**src/rtl/femto_tick_gen.sv**
```systemverilog
// femto_tick_gen: fractional-N clock-enable generator.
// A phase accumulator advances by inc_r every enabled cycle. Each wrap gives a
// one-cycle tick, and the accumulator MSB gives a ~50% square wave.
// New increments arrive over a valid/ready handshake. They are held pending
// and applied at a wrap, while frozen, or while stopped, so that rate changes
// stay on the tick grid.
module femto_tick_gen #(
    parameter int          ACC_W     = 24,
    parameter int          CNT_W     = 32,
    parameter int unsigned INC_RESET = 1
) (
    input  logic             clk,
    input  logic             reset,
    input  logic             en,
    input  logic             cfg_valid,
    input  logic [ACC_W-1:0] cfg_inc,
    output logic             cfg_ready,
    output logic             tick,
    output logic             sq,
    output logic [CNT_W-1:0] tick_cnt
);

    typedef enum logic {
        CFG_IDLE,
        CFG_PEND
    } cfg_state_t;

    cfg_state_t       state;
    cfg_state_t       state_nxt;

    logic [ACC_W-1:0] acc;
    logic [ACC_W-1:0] inc_r;
    logic [ACC_W-1:0] pend_inc;
    logic [ACC_W:0]   sum;
    logic             carry;
    logic             pend;
    logic             xfer;
    logic             apply;

    // Widened add: the extra top bit is the wrap (carry) indicator.
    function automatic logic [ACC_W:0] acc_add(input logic [ACC_W-1:0] a,
                                               input logic [ACC_W-1:0] b);
        return {1'b0, a} + {1'b0, b};
    endfunction

    assign sum       = acc_add(acc, inc_r);
    assign carry     = sum[ACC_W];
    assign pend      = (state == CFG_PEND);
    assign cfg_ready = (state == CFG_IDLE);

    // Config handshake state register; reset drops any pending increment.
    always_ff @(posedge clk) begin
        if (reset) begin
            state <= CFG_IDLE;
        end else begin
            state <= state_nxt;
        end
    end

    // Accept one increment when idle. Apply it at a wrap, while frozen, or while the rate is zero.
    always_comb begin
        state_nxt = state;
        xfer      = 1'b0;
        apply     = 1'b0;
        case (state)
            CFG_IDLE: begin
                if (cfg_valid) begin
                    xfer      = 1'b1;
                    state_nxt = CFG_PEND;
                end
            end
            CFG_PEND: begin
                if (pend && ((en && carry) || !en || (inc_r == '0))) begin
                    apply     = 1'b1;
                    state_nxt = CFG_IDLE;
                end
            end
            default: state_nxt = CFG_IDLE;
        endcase
    end

    // Increment registers. The wrapping sum still uses the old inc_r, so the swap is glitch-free.
    always_ff @(posedge clk) begin
        if (reset) begin
            inc_r    <= ACC_W'(INC_RESET);
            pend_inc <= '0;
        end else begin
            if (xfer) begin
                pend_inc <= cfg_inc;
            end
            if (apply) begin
                inc_r <= pend_inc;
            end
        end
    end

    // Phase accumulator, registered tick/square outputs and tick counter.
    always_ff @(posedge clk) begin
        if (reset) begin
            acc      <= '0;
            tick     <= 1'b0;
            sq       <= 1'b0;
            tick_cnt <= '0;
        end else if (en) begin
            acc  <= sum[ACC_W-1:0];
            tick <= carry;
            sq   <= sum[ACC_W-1];
            if (carry) begin
                tick_cnt <= tick_cnt + CNT_W'(1);
            end
        end else begin
            tick <= 1'b0;
        end
    end

endmodule

```
**config.mk**
```make
export PLATFORM = sky130hd
export DESIGN_NAME = femto_tick_gen
export DESIGN_NICKNAME = d
export VERILOG_FILES = /design/src/rtl/femto_tick_gen.sv
export SDC_FILE = /design/constraint.sdc
export NUM_CORES = 1
export LEC_CHECK = 0
export CAP_MARGIN = 20
export CORE_ASPECT_RATIO = 1.4
export CORE_MARGIN = 4
export CORE_UTILIZATION = 35
export DETAILED_ROUTE_END_ITERATION = 10
export MAX_ROUTING_LAYER = met4
export SLEW_MARGIN = 20
export SYNTH_ARGS = -nofsm -noshare
export SYNTH_HDL_FRONTEND = slang
export SYNTH_SLANG_ARGS = --single-unit
```
**constraint.sdc**
```tcl
create_clock -name clk -period 8 [get_ports clk]
set_clock_uncertainty 0.15 [all_clocks]
set_input_delay 1.2 -clock clk [delete_from_list [all_inputs] [get_ports clk]]
set_output_delay 1.2 -clock clk [all_outputs]
set_load 0.01 [all_outputs]
```
* Yosys cells after proc, flatten, opt, wreduce, memory -nomap -nowiden
Index checks and enable logic that the tools add are counted.
** Cells by class
- Add/sub/neg operators :: 2
- Reductions and logical operators :: 8
- Bitwise gates (word level) :: 2
- Multiply operators :: 0
- Divide/modulo/power cells :: 0
- Eq/ne operators :: 0
- $lt $le $gt $ge :: 0
- Shift operators :: 0
- Muxes and demuxes :: 6
** Operators with widths (count)
- 32-bit by 1-bit adder with 32-bit output, second input constant :: 1
- 24-bit by 24-bit adder with 25-bit output :: 1
- 24-bit logical NOT :: 1
- 1-bit 2-to-1 mux :: 5
- 1-bit logical AND :: 2
- 1-bit logical OR :: 2
- 1-bit NOT :: 2
- 1-bit case mux with 2 select lines :: 1
- 2-bit AND reduction :: 1
- 2-bit OR reduction :: 1
- 1-bit logical NOT :: 1
** Storage, ports and cells
- Output and inout bits :: 35
- Bits of input ports :: 28
- Flip-flop bits (word level) :: 107
- Bits in latches :: 0
- Word-level logic and storage cells :: 25
- ROM bits :: 0
- Memories :: 0
- RAM bits :: 0

* Depth between registers and ports, before layout
- Depth after elaboration :: 7
- Gate-level depth with buffers :: 11
- Mapped depth without buffers :: 10

* Least setup slack after synthesis
No wires, ideal clock.
- Path type :: flip-flop to flip-flop
- From :: register acc[0]
- To :: register inc_r[10]
- Buffers on the path :: 1
- Library setup time :: 0.128 ns
- Data arrival time :: 2.761 ns
- Clock period less this slack :: 3.038 ns
- Data required time :: 7.722 ns
- Cell stages (with the launch flop) :: 12
- Path slack :: 4.962 ns
- Cells stage by stage :: dfxtp_1 > ha_1 > fa_1 > a21oi_1 > o22ai_2 > o211ai_1 > a2111oi_4 > o21a_2 > o31ai_4 > buf_6 > mux2i_1 > nor2_1
** Between the ends
- Longest elaborated chain between the ends :: 7
** RTL lines
- start, declared :: line 31 : logic [ACC_W-1:0] acc;
- start signal, assigned :: line 105 : acc <= sum[ACC_W-1:0];
- 24-bit by 24-bit adder with 25-bit output :: line 43 : return {1'b0, a} + {1'b0, b};
- 1-bit logical AND :: line 73 : if (pend && ((en && carry) || !en || (inc_r == '0))) begin
- 1-bit logical OR (2 in series) :: line 73
- 1-bit logical AND :: line 73
- 1-bit 2-to-1 mux :: line 73
- 1-bit 2-to-1 mux :: line 65 : case (state)
- end signal, assigned :: line 85 : inc_r <= ACC_W'(INC_RESET);
- end signal, assigned :: line 92 : inc_r <= pend_inc;
- end, declared :: line 32 : logic [ACC_W-1:0] inc_r;
Every way passes these cells.
A chain may end at the register's enable or synchronous reset.

* Final worst setup path
- From :: register acc[0]
- To :: register tick_cnt[28]
** Between the ends
- Longest elaborated chain between the ends :: 2
** RTL lines
- 24-bit by 24-bit adder with 25-bit output :: line 43
- 2-bit AND reduction (no source line)
- end signal, assigned :: line 109 : tick_cnt <= tick_cnt + CNT_W'(1);
- end, declared :: line 20 : output logic [CNT_W-1:0] tick_cnt
Every way passes these cells.

==> results.txt <==
outcome: finished, final reports clean
VDD IR-drop max: 0.0952 mV
Post-CTS Setup Inserts: 0
Initial Util: 36.0%
crit path max fanout: 17
CTS tree: built
hpwl dp: 9930 µm
xor/xnor share of the synthesized area: 6.09%
RSZ-0062 raised after global routing: no
dominant cells by area after synthesis: dfxtp_1, mux2i_1, ha_1, a21oi_1, nor2_1
achievable clock frequency: 0.283 GHz
post-synthesis mux area share: 7.63%
most frequent cells after synthesis: dfxtp_1, nor2_1, nand2_1
final setup violation count: 0
Synth Area in Adders: 6.09%
Detailed Route Iter0 Violations: 259
average size of a mapped cell: 8.59 µm²
flops & latches, synth: 106
Resize count post-CTS: 0
first-pass GRT wire length: 21800 µm
count leader, synth: dfxtp_1
Die Wd: 114 µm
root buffer cell: clkbuf_16
Die H: 156 µm
DRC: 0
I/O pin count: 63
Row Count: 53
Main synth FF type: dfxtp_1
ANT nets after route: 0
Layout fillers: 1529
vias per cell: 5.34
Overall Global Routing Usage: 15.5%
core footprint: 15200 µm²
Post-synth EDFFs: 0
Max-cap violations: 0
Area growth, synth to finish: 19.3%
WL final: 13300 µm
critical path type: flop to flop
share of the synthesized area in the top cell type: 38.8%
Pleak: 2.55 nW
H-tree levels: 3
Max-slew headroom: 33.4%
Synth cell types: 66
largest net degree at the start of global routing: 82
Clock Pin Slew Worst Setup and Hold Paths: 80 ps
power per standard cell area: 165 nW/µm²
Post-DP Area: 6220 µm²
CTS Hold Bufs: 0
routed len/inst: 15.1 µm
main combinational cell family by area after synthesis: simple AND/OR/NAND/NOR gates
Syn Nets: 690
Mapped Cells: 636
port bufs: 62
synthesized cell area: 5460 µm²
Final Hold Fails: 0
Inserted Diodes: 0
cell area after layout: 6520 µm²
Worst setup SP type: flop
nets: 738
number of global-route vias before repair: 4470
CTS max path bufs: 2
Final period util: 44.1%
Worst Tran Pin Value: 993 ps
Synth Area in Compound Gates: 17.3%
Inserted Clock Buffers: 9
routed vias: 4703
Die ar.: 17700 µm²
register area share after synthesis: 38.8%
Hold Crit Class: flop to flop
clock network latency to the later pin of the worst-skew pair: 360 ps
yosys warns: 0
post-synthesis simple-gate area fraction: 20.4%
Critical Path End Type: flop
antenna violations before repair: 0
Clock Sink Count: 106
DR pass1 iterations: 4
layout cells sized above 1: 5.52%
setup TNS: 0 ps
FFs w/ async S/R, synth: 0%
area leader, netlist: dfxtp_1
worst path arrival time: 3620 ps
max-slew violations: 0
worst path required time: 8090 ps
gp weighted congestion: 0.817
Final min period: 3530 ps
grt ovf: 0
==> final timing paths <==
kind	slack [ps]	startpoint	end	depth (start not counted)
worst max-delay path	4470	acc[0]	tick_cnt[28]	10
worst min-delay path	300	pend_inc[1]	pend_inc[1]	2
worst max register to register	4470	acc[0]	tick_cnt[28]	10
worst min register to register	300	pend_inc[1]	pend_inc[1]	2
==> worst max-delay path: stages (launching register included) <==
cell	delay [ps]
dfxtp_1	310
ha_1	240
fa_1	410
a21oi_1	220
o22ai_2	130
o211ai_1	370
a2111oi_4	150
o21ai_2	710
a21oi_2	240
nand4_1	160
mux2_1	330
==> cells by family (layout without fill, tap and decap cells) <==
group                      after synthesis  in the layout
adders and majority gates               26             26
and+or+nand+nor                        241            241
xor gates and xnor gates                38             38
muxes                                   41             41
DFF                                    106            106
buffers and inverters                   46             99
AOI/OAI and AO/OA                      138            138
==> layer usage <==
layer  GRT usage [%]  vias up  part of all wire, %
li1                -     2359                    -
met1            17.4     2211                   41
met2            26.7      103                   52
met3            1.98       30                  3.5
met4            7.79        0                  3.9
met5               -        -                    0
==> metrics by stage <==
stage	hold WS (ps)	std cells	power (mW)	setup WS, ps	util [%]
6_report	305	881	1.08	4470	42.9
5_1_grt	332	881	1.12	4170	42.9
4_1_cts	309	881	1.09	4460	42.9
3_5_place_dp	297	865	0.648	4360	40.9
3_3_place_gp	297	865	0.646	4440	40.9
2_1_floorplan	282	636	0.619	4960	-
==> cell type report <==
class | instances | area, µm² | area share, %
Clock inverter | 6 | 60.1 | 0.921
Clock buffer | 10 | 239 | 3.67
Timing Repair Buffer | 66 | 648 | 9.94
Multi-Input combinational cell | 484 | 3140 | 48.2
Inverter | 17 | 63.8 | 0.979
Sequential cell | 106 | 2120 | 32.6
Tap cell | 192 | 240 | 3.69
==> sequential cells by signal, summed over array words and instances, names as in the netlist <==
register and cells:
pend_inc 24, tick 1, acc 23, inc_r 24, tick_cnt 32, sq 1
pend 1
==> power by group <==
part           internal [mW]  switching (mW)  leakage, nW  total, mW
combinational         0.0374          0.0465         1.55     0.0839
clock                  0.227           0.215        0.145      0.442
sequential             0.541          0.0101        0.860      0.551
total                  0.805           0.272         2.55       1.08
==> placed cells by master, fill, tap and decap left out, drive strengths merged, types with 4 or more instances in the layout <==
| cell type | instances |
|---|---|
| dfxtp | 106 |
| nor2 | 81 |
| nand2 | 79 |
| a21oi | 64 |
| clkdlybuf4s50 | 61 |
| mux2i | 36 |
| xnor2 | 31 |
| ha | 25 |
| inv | 19 |
| o21ai | 17 |
| nand3 | 16 |
| nand4 | 15 |
| a211oi | 12 |
| clkbuf | 10 |
| nor2b | 8 |
| and3 | 8 |
| nor4 | 8 |
| xor2 | 7 |
| a21o | 6 |
| and2 | 5 |
| mux2 | 5 |
| buf | 5 |
| o31ai | 5 |
| a2111oi | 5 |
| and4 | 4 |
| nor3 | 4 |
| or4 | 4 |
| o22ai | 4 |
No activity file was read; power rests on OpenSTA's default activity.
